[src/rtl/mab_seq.sv]
// Memory-address-bus sequencer: picks one of NSRC address sources, registers it
// onto the MAB and runs a strobed access with wait states, source timeout and alignment check.
module mab_seq #(
  parameter int AW          = 16,
  parameter int NSRC        = 5,
  parameter int SELW        = 3,
  parameter int WAIT_STATES = 0,
  parameter int SRC_TIMEOUT = 8
) (
  input  logic               clk,
  input  logic               rst,
  input  logic               req,
  input  logic [SELW-1:0]    sel,
  input  logic               rw,
  input  logic               bw,
  input  logic [NSRC*AW-1:0] src_addr,
  input  logic [NSRC-1:0]    src_valid,
  output logic [AW-1:0]      mab_out,
  output logic               mem_en,
  output logic               mem_we,
  output logic               busy,
  output logic               done,
  output logic               align_err,
  output logic               timeout_err,
  output logic [1:0]         state_dbg
);

  typedef enum logic [1:0] {IDLE, WAIT_SRC, ACCESS, DONE} state_t;

  localparam int TW = (SRC_TIMEOUT > 1) ? $clog2(SRC_TIMEOUT) : 1;
  localparam logic [TW-1:0] TLIM1 = TW'(SRC_TIMEOUT - 1);
  localparam logic [3:0]    WLIM  = 4'(WAIT_STATES);

  state_t          state;
  logic [SELW-1:0] idx;
  logic            rw_q;
  logic            bw_q;
  logic            al_q;
  logic [TW-1:0]   tcnt;
  logic [3:0]      wcnt;

  logic [SELW-1:0] eff_sel;
  logic [SELW-1:0] src_idx;
  logic            live_valid;
  logic [AW-1:0]   live_addr;
  logic            rw_cur;
  logic            bw_cur;
  logic            start_access;

  // Out-of-range selects fall back to the PC source; in IDLE the live inputs
  // are used because the latched copies are only written on the accepting edge.
  assign eff_sel      = ({1'b0, sel} < (SELW+1)'(NSRC)) ? sel : '0;
  assign src_idx      = (state == IDLE) ? eff_sel : idx;
  assign live_valid   = src_valid[src_idx];
  assign live_addr    = src_addr[src_idx*AW +: AW];
  assign rw_cur       = (state == IDLE) ? rw : rw_q;
  assign bw_cur       = (state == IDLE) ? bw : bw_q;
  assign start_access = live_valid && (((state == IDLE) && req) || (state == WAIT_SRC));
  assign state_dbg    = state;

  always_ff @(posedge clk) begin
    if (rst) begin
      state       <= IDLE;
      idx         <= '0;
      rw_q        <= 1'b0;
      bw_q        <= 1'b0;
      al_q        <= 1'b0;
      tcnt        <= '0;
      wcnt        <= '0;
      mab_out     <= '0;
      mem_en      <= 1'b0;
      mem_we      <= 1'b0;
      busy        <= 1'b0;
      done        <= 1'b0;
      align_err   <= 1'b0;
      timeout_err <= 1'b0;
    end else begin
      done        <= 1'b0;
      align_err   <= 1'b0;
      timeout_err <= 1'b0;
      case (state)
        IDLE: begin
          if (req) begin
            idx   <= eff_sel;
            rw_q  <= rw;
            bw_q  <= bw;
            tcnt  <= '0;
            busy  <= 1'b1;
            state <= live_valid ? ACCESS : WAIT_SRC;
          end
        end
        WAIT_SRC: begin
          tcnt <= tcnt + 1'b1;
          // A source turning valid on the last allowed cycle still wins.
          if (live_valid) begin
            state <= ACCESS;
          end else if (tcnt == TLIM1) begin
            state       <= DONE;
            done        <= 1'b1;
            timeout_err <= 1'b1;
          end
        end
        ACCESS: begin
          if (wcnt == WLIM) begin
            state     <= DONE;
            mem_en    <= 1'b0;
            mem_we    <= 1'b0;
            done      <= 1'b1;
            align_err <= al_q;
          end else begin
            wcnt <= wcnt + 4'd1;
          end
        end
        DONE: begin
          state <= IDLE;
          busy  <= 1'b0;
          al_q  <= 1'b0;
        end
        default: state <= IDLE;
      endcase

      // Word accesses to odd addresses are forced even but still performed.
      if (start_access) begin
        mab_out <= {live_addr[AW-1:1], live_addr[0] & bw_cur};
        al_q    <= ~bw_cur & live_addr[0];
        wcnt    <= '0;
        mem_en  <= 1'b1;
        mem_we  <= rw_cur;
      end
    end
  end

endmodule
[config.mk]
export PLATFORM = sky130hd
export DESIGN_NAME = mab_seq
export DESIGN_NICKNAME = d
export VERILOG_FILES = /design/src/rtl/mab_seq.sv
export SDC_FILE = /design/constraint.sdc
export NUM_CORES = 1
export LEC_CHECK = 0
export BUFFER_PORTS_ARGS = -buffer_cell sky130_fd_sc_hd__buf_2
export CAP_MARGIN = 20
export CORE_MARGIN = 1.5
export CORE_UTILIZATION = 48
export DETAILED_ROUTE_END_ITERATION = 7
export GPL_TIMING_DRIVEN = 0
export PLACE_DENSITY = 0.9
export SETUP_SLACK_MARGIN = 0.2
export SYNTH_ARGS = -nofsm -noshare
export SYNTH_HDL_FRONTEND = slang
export SYNTH_SLANG_ARGS = --single-unit
[constraint.sdc]
create_clock -name clk -period 2.65 [get_ports clk]
set_input_delay 0.795 -clock clk [delete_from_list [all_inputs] [get_ports clk]]
set_output_delay 0.795 -clock clk [all_outputs]
set_load 0.01 [all_outputs]
==> results.json, run 1 <==
{
  "status": "completed",
  "power_density_nw_per_um2": 853,
  "synth-xor-area-share": 0.00974,
  "r2r_start": "state_dbg[1]",
  "grt_pass1_wl_um": 15300,
  "max_freq_mhz": 410,
  "critPathLaunch": "state_dbg[1]",
  "die_area_sq_um": 6080,
  "fp.dieW_um": 78.0,
  "cpMaxStageDelayCell": "or4_4",
  "cts_tree": "built",
  "cp.arrival_ns": 2.65,
  "hold_viol": 0,
  "required_ns": 2.86,
  "syn_nets": 465,
  "core_area_sq_um": 5470,
  "synthSimpleGateAreaFrac": 0.272,
  "syn_to_final_growth_pct": 35.2,
  "synthDistinctLibCells": 50,
  "drive_gt1_frac": 0.323,
  "critPathBufInv": 4,
  "nets": 593,
  "antenna_found_initial": 0,
  "peakVddDrop_v": 0.000464,
  "cap_violations": 0,
  "critPathTopFamily": "simple AND/OR/NAND/NOR gates",
  "rr_endpoint": "mem_we",
  "clock-root-buffer": "clkbuf_8",
  "syn_inst": 363,
  "crit_chain": "inv_4, ha_4, buf_8, nand3b_1, and2_1, buf_2, and3_1, clkbuf_4, or4_4, a221oi_2",
  "wl_um": 9750,
  "synth.ff_latch_count": 37,
  "n_antenna_cell": 0,
  "synth_compound_area_frac": 0.283,
  "hold_class": "reg2reg",
  "antenna_left": 0,
  "yosysSeqAreaShare": 0.275,
  "cts_sinks": 37,
  "num_rows": 27,
  "avgSynthCellArea_sq_um": 7.43,
  "portBuffers": 116,
  "clock_path_buffers": 2,
  "ctsHoldBuffers": 0,
  "path_clk_slew_ns": 0.08,
  "path_max_fanout": 10,
  "async_flop_share": 0,
  "initial_core_util": 0.493,
  "drtIter0Drc": 422,
  "static-leakage-power_nw": 1.75,
  "slew_headroom": 0.640,
  "numCtsBuffers": 5,
  "yosys-mux-area-fraction": 0.0631,
  "grt_pass1_vias": 3187,
  "skew_ns": 0.00396,
  "htreeDepth": 2,
  "worstSetupPathType": "reg2reg",
  "gr-total-overflow": 0,
  "via_per_inst": 6.15,
  "hold-path-cell-count": 2,
  "setup_tns_ns": 0,
  "drc_errors": 0,
  "track_usage": 0.315,
  "cp-start-kind": "register",
  "ys.flop_type": "dfxtp_1",
  "clock_latency_ns": 0.30,
  "power_mw": 3.11,
  "endpoint": "mem_we",
  "setup_viol": 0,
  "gp_congestion": 0.986,
  "ios": 117,
  "tightest_slew_ns": 0.540,
  "synth_fa_ha_area_frac": 0.0418,
  "reg2reg_depth": 10,
  "wire_per_inst_um": 17.3,
  "period_minus_slack_ns": 2.44,
  "path_depth": 10,
  "ys_warn_count": 0,
  "post-route-period-util": 0.921,
  "endpoint_kind": "register",
  "grt_start_max_net_pins": 13,
  "die_y_um": 78.0,
  "fin_util": 0.666,
  "worstHoldStart": "rw_q",
  "rsz0062_at_grt": "no",
  "hpwl_um": 7100,
  "slew_violations": 0,
  "synth_top_family_by_area": "compound AO/OA/AOI/OAI gates",
  "first_pass_iters": 5,
  "synth-edff-count": 0,
  "netlist_area_sq_um": 2700,
  "max_stage_delay_ns": 0.54,
  "r2r_slack_ns": 0.21,
  "dr_total_vias": 3471
}
==> flip-flops by register name (all words and copies together) (netlist names), 2 cells and up <==
name	flops
mab_out	16
wcnt	4
idx	3
tcnt	3
state_dbg	2
==> stage by stage <==
step	setup WS [ns]	hold slack, ns	cells	cell area [sq um]
floorplan	0.221	0.432	363	2710
CTS	0.201	0.461	561	3560
finish	0.210	0.459	564	3640
global route	0.160	0.474	564	3640
detailed placement	-0.276	0.449	551	3380
global placement	-0.158	0.438	551	3380
==> final cells by class <==
class / instances / area (sq um)
Sequential cell: 37 / 748
Fill cell: 471 / 1830
Inverter: 6 / 27.5
Tap cell: 72 / 90.1
Buffer: 30 / 150
Clock inverter: 3 / 65.1
Multi-Input combinational cell: 290 / 1860
Clock buffer: 5 / 68.8
Timing Repair Buffer: 121 / 631
==> tightest hold or removal path, cell delays in order, from the launching register on <==
cell     delay (ns)
dfxtp_1        0.31
nand2_1        0.05
a21oi_1        0.05
==> logic make-up after synthesis <==
group / Yosys count
multiplexers: 17
AND/OR/NAND/NOR: 142
AO/OA/AOI/OAI: 119
flip-flops: 37
XOR/XNOR: 3
adder cells (fa/ha/maj): 9
buffers and inverters: 36
==> layout by cell type (no fill, tap or decap), drive strengths merged, types with 2 or more instances in the layout <==
cell,n
a21boi,2
nand2b,6
a31oi,4
clkinv,2
nand3,39
and2,2
nand3b,3
bufinv,2
and3,17
inv,5
o31ai,19
ha,9
nor3b,3
mux2i,17
buf,125
or3b,2
nand2,33
a21oi,42
nor2,18
nand4,2
o211ai,3
a21o,3
or4,2
nor3,7
xnor2,2
o21ai,36
nor2b,3
a32oi,2
dfxtp,37
clkbuf,31
==> worst min path at each step <==
stage	to	slack, ns
floorplan	bw_q	0.43
global placement	bw_q	0.44
detailed placement	bw_q	0.45
CTS	bw_q	0.46
global route	bw_q	0.47
finish	rw_q	0.46
==> repair_timing <==
action	4_1_cts	5_1_grt
buffers inserted	2	3
pin swaps	2	5
hold endpoints to repair	0	0
resized for setup	11	16
endpoints found under the setup margin	26	25
cloned	0	0
==> power by group <==
group	switching [mW]	total (mW)	leakage [nW]	internal (mW)
registers	0.0834	0.749	0.302	0.666
logic	1.05	1.76	1.38	0.706
clock network	0.227	0.601	0.0681	0.374
==> synth_stat cells, drive strengths merged, types with 2 or more instances <==
cell type,instances,area share
or4,2,0.0056
inv,5,0.0070
o21ai,36,0.067
a32oi,2,0.0065
nor2,18,0.025
nor3,7,0.013
buf,5,0.013
nand2b,6,0.014
and3,17,0.039
or3b,2,0.0074
nand3b,3,0.0084
nand4,2,0.0046
a21boi,2,0.0056
ha,9,0.042
a21oi,42,0.082
o211ai,3,0.0084
and2,2,0.0046
o31ai,19,0.058
mux2i,17,0.063
nor2b,3,0.0070
a21o,3,0.0084
dfxtp,37,0.27
clkbuf,25,0.035
nand2,33,0.046
xnor2,2,0.0065
nand3,39,0.072
nor3b,3,0.0084
a31oi,4,0.015
==> per-layer routing <==
metal	vias to the layer above	share of wire	track usage
li1	1587	-	-
met1	1567	0.38	0.407
met2	259	0.47	0.503
met3	58	0.11	0.0765
met4	0	0.041	0.125
met5	-	0	0
(Power assumes the default switching activity.)
==> inputs of run 2 (changes only) <==
==> constraint.sdc (replaced) <==
create_clock -name clk -period 2.65 [get_ports clk]
set_input_delay 0.265 -clock clk [delete_from_list [all_inputs] [get_ports clk]]
set_output_delay 0.265 -clock clk [all_outputs]
set_load 0.01 [all_outputs]
==> run 2 against run 1 <==
Routed wire length shrank 1.0%; via count about the same; critical path depth did not move; final area down 0.34%; sequential cell count unchanged; combinational power is essentially flat; maximum frequency rose by 0.36%.
==> results.json, run 2 (synthesis results as in run 1) <==
{
  "die_area_sq_um": 6080,
  "nets": 593,
  "hold_class": "in2reg",
  "clock_path_buffers": 2,
  "clock-root-buffer": "clkbuf_8",
  "n_antenna_cell": 0,
  "drtIter0Drc": 366,
  "cp.arrival_ns": 2.65,
  "largest_reg_flops": 16,
  "max_freq_mhz": 411,
  "core_area_sq_um": 5470,
  "rsz0062_at_grt": "no",
  "clock_latency_ns": 0.31,
  "peakVddDrop_v": 0.000375,
  "hold_viol": 0,
  "cts_tree": "built",
  "power_density_nw_per_um2": 850,
  "grt_pass1_wl_um": 15300,
  "path_max_fanout": 10,
  "slew_violations": 0,
  "cap_violations": 0,
  "required_ns": 2.87,
  "endpoint_kind": "register",
  "status": "completed",
  "drc_errors": 0,
  "dr_total_vias": 3474,
  "syn_to_final_growth_pct": 34.7,
  "htreeDepth": 2,
  "layout.cells.non_filler": 564,
  "wl_um": 9650,
  "period_minus_slack_ns": 2.43,
  "slew_headroom": 0.654,
  "tightest_slew_ns": 0.519,
  "top_register": "mab_out",
  "setup_viol": 0,
  "final_common_cell": "buf_2",
  "gp_congestion": 0.986,
  "dpl.cell_count": 551,
  "wire_per_inst_um": 17.1,
  "power_mw": 3.09,
  "largestRegisters": "mab_out x16, wcnt x4",
  "post-route-period-util": 0.917,
  "antenna_found_initial": 0,
  "numCtsBuffers": 5,
  "gr-total-overflow": 0,
  "drive_gt1_frac": 0.319,
  "track_usage": 0.315,
  "num_rows": 27,
  "ios": 117,
  "die_y_um": 78.0,
  "via_per_inst": 6.16,
  "path_clk_slew_ns": 0.08,
  "cp-start-kind": "register",
  "fp.dieW_um": 78.0,
  "grt_pass1_vias": 3187,
  "final_cell_mix": "buf_2 (117), a21oi_1 (40), nand3_1 (39)",
  "first_pass_iters": 5,
  "hpwl_um": 7100,
  "static-leakage-power_nw": 1.75,
  "grt_start_max_net_pins": 13,
  "cts_sinks": 37,
  "dpl_cell_area_sq_um": 3380,
  "portBuffers": 116,
  "skew_ns": 0.00567,
  "initial_core_util": 0.493,
  "antenna_left": 0,
  "fin_area_sq_um": 3630,
  "worstSetupPathType": "reg2reg"
}
[run 2: changes by cell type in the layout (fill, tap and decap cells not counted)]
cell	before	now
o31ai_1	15	17
clkbuf_2	2	3
o31ai_2	3	1
clkbuf_4	2	1
[run 2: worst paths after layout]
path              depth (start not counted)  slack [ns]         start  endpoint
setup / recovery                         10        0.22  state_dbg[1]    mem_we
hold / removal                            3        0.22            rw      rw_q
setup reg to reg                         10        0.22  state_dbg[1]    mem_we
hold reg to reg                           2        0.46          rw_q      rw_q
[run 2: cell type report]
| cell class | count | area [sq um] |
|---|---|---|
| Clock buffer | 5 | 68.8 |
| Buffer | 30 | 148 |
| Inverter | 6 | 27.5 |
| Fill cell | 473 | 1840 |
| Timing Repair Buffer | 121 | 631 |
| Multi-Input combinational cell | 290 | 1850 |
| Sequential cell | 37 | 748 |
| Clock inverter | 3 | 65.1 |
| Tap cell | 72 | 90.1 |
[run 2: routing by layer]
| layer | GRT usage | part of all wire | vias to the layer above |
|---|---|---|---|
| li1 | - | - | 1586 |
| met1 | 0.407 | 0.38 | 1589 |
| met2 | 0.503 | 0.47 | 250 |
| met3 | 0.0765 | 0.11 | 49 |
| met4 | 0.125 | 0.038 | 0 |
| met5 | 0 | 0 | - |
[run 2: critical path, stage by stage (launching register included)]
cell and delay [ns]:
dfxtp_4 0.38, inv_4 0.08, ha_4 0.15, buf_8 0.13, nand3b_1 0.12, and2_1 0.16
buf_2 0.15, and3_1 0.16, clkbuf_4 0.18, or4_4 0.54, a221oi_2 0.27
[run 2: per-stage QoR]
stage | util | TNS, ns | worst slack (ns) | hold WS, ns
6_report | 0.664 | 0 | 0.219 | 0.219
2_1_floorplan | - | 0 | 0.277 | 0.412
3_5_place_dp | 0.617 | -0.999 | -0.124 | 0.449
5_1_grt | 0.664 | 0 | 0.160 | 0.240
3_3_place_gp | 0.617 | -0.0618 | -0.0318 | 0.438
4_1_cts | 0.650 | 0 | 0.201 | 0.225
[run 2: power breakdown]
part / switching [mW] / internal, mW / total (mW) / leakage [nW]
Combinational: 1.04 / 0.694 / 1.74 / 1.38
Sequential: 0.0829 / 0.666 / 0.749 / 0.302
Clock: 0.227 / 0.374 / 0.601 / 0.0681
Total: 1.35 / 1.73 / 3.09 / 1.75
[run 2: what timing repair did]
item,4_1_cts,5_1_grt
gates cloned,0,0
pin swaps,2,4
gates resized for setup,11,12
setup buffers,2,3
setup endpoints to repair,26,25
hold buffers,0,0
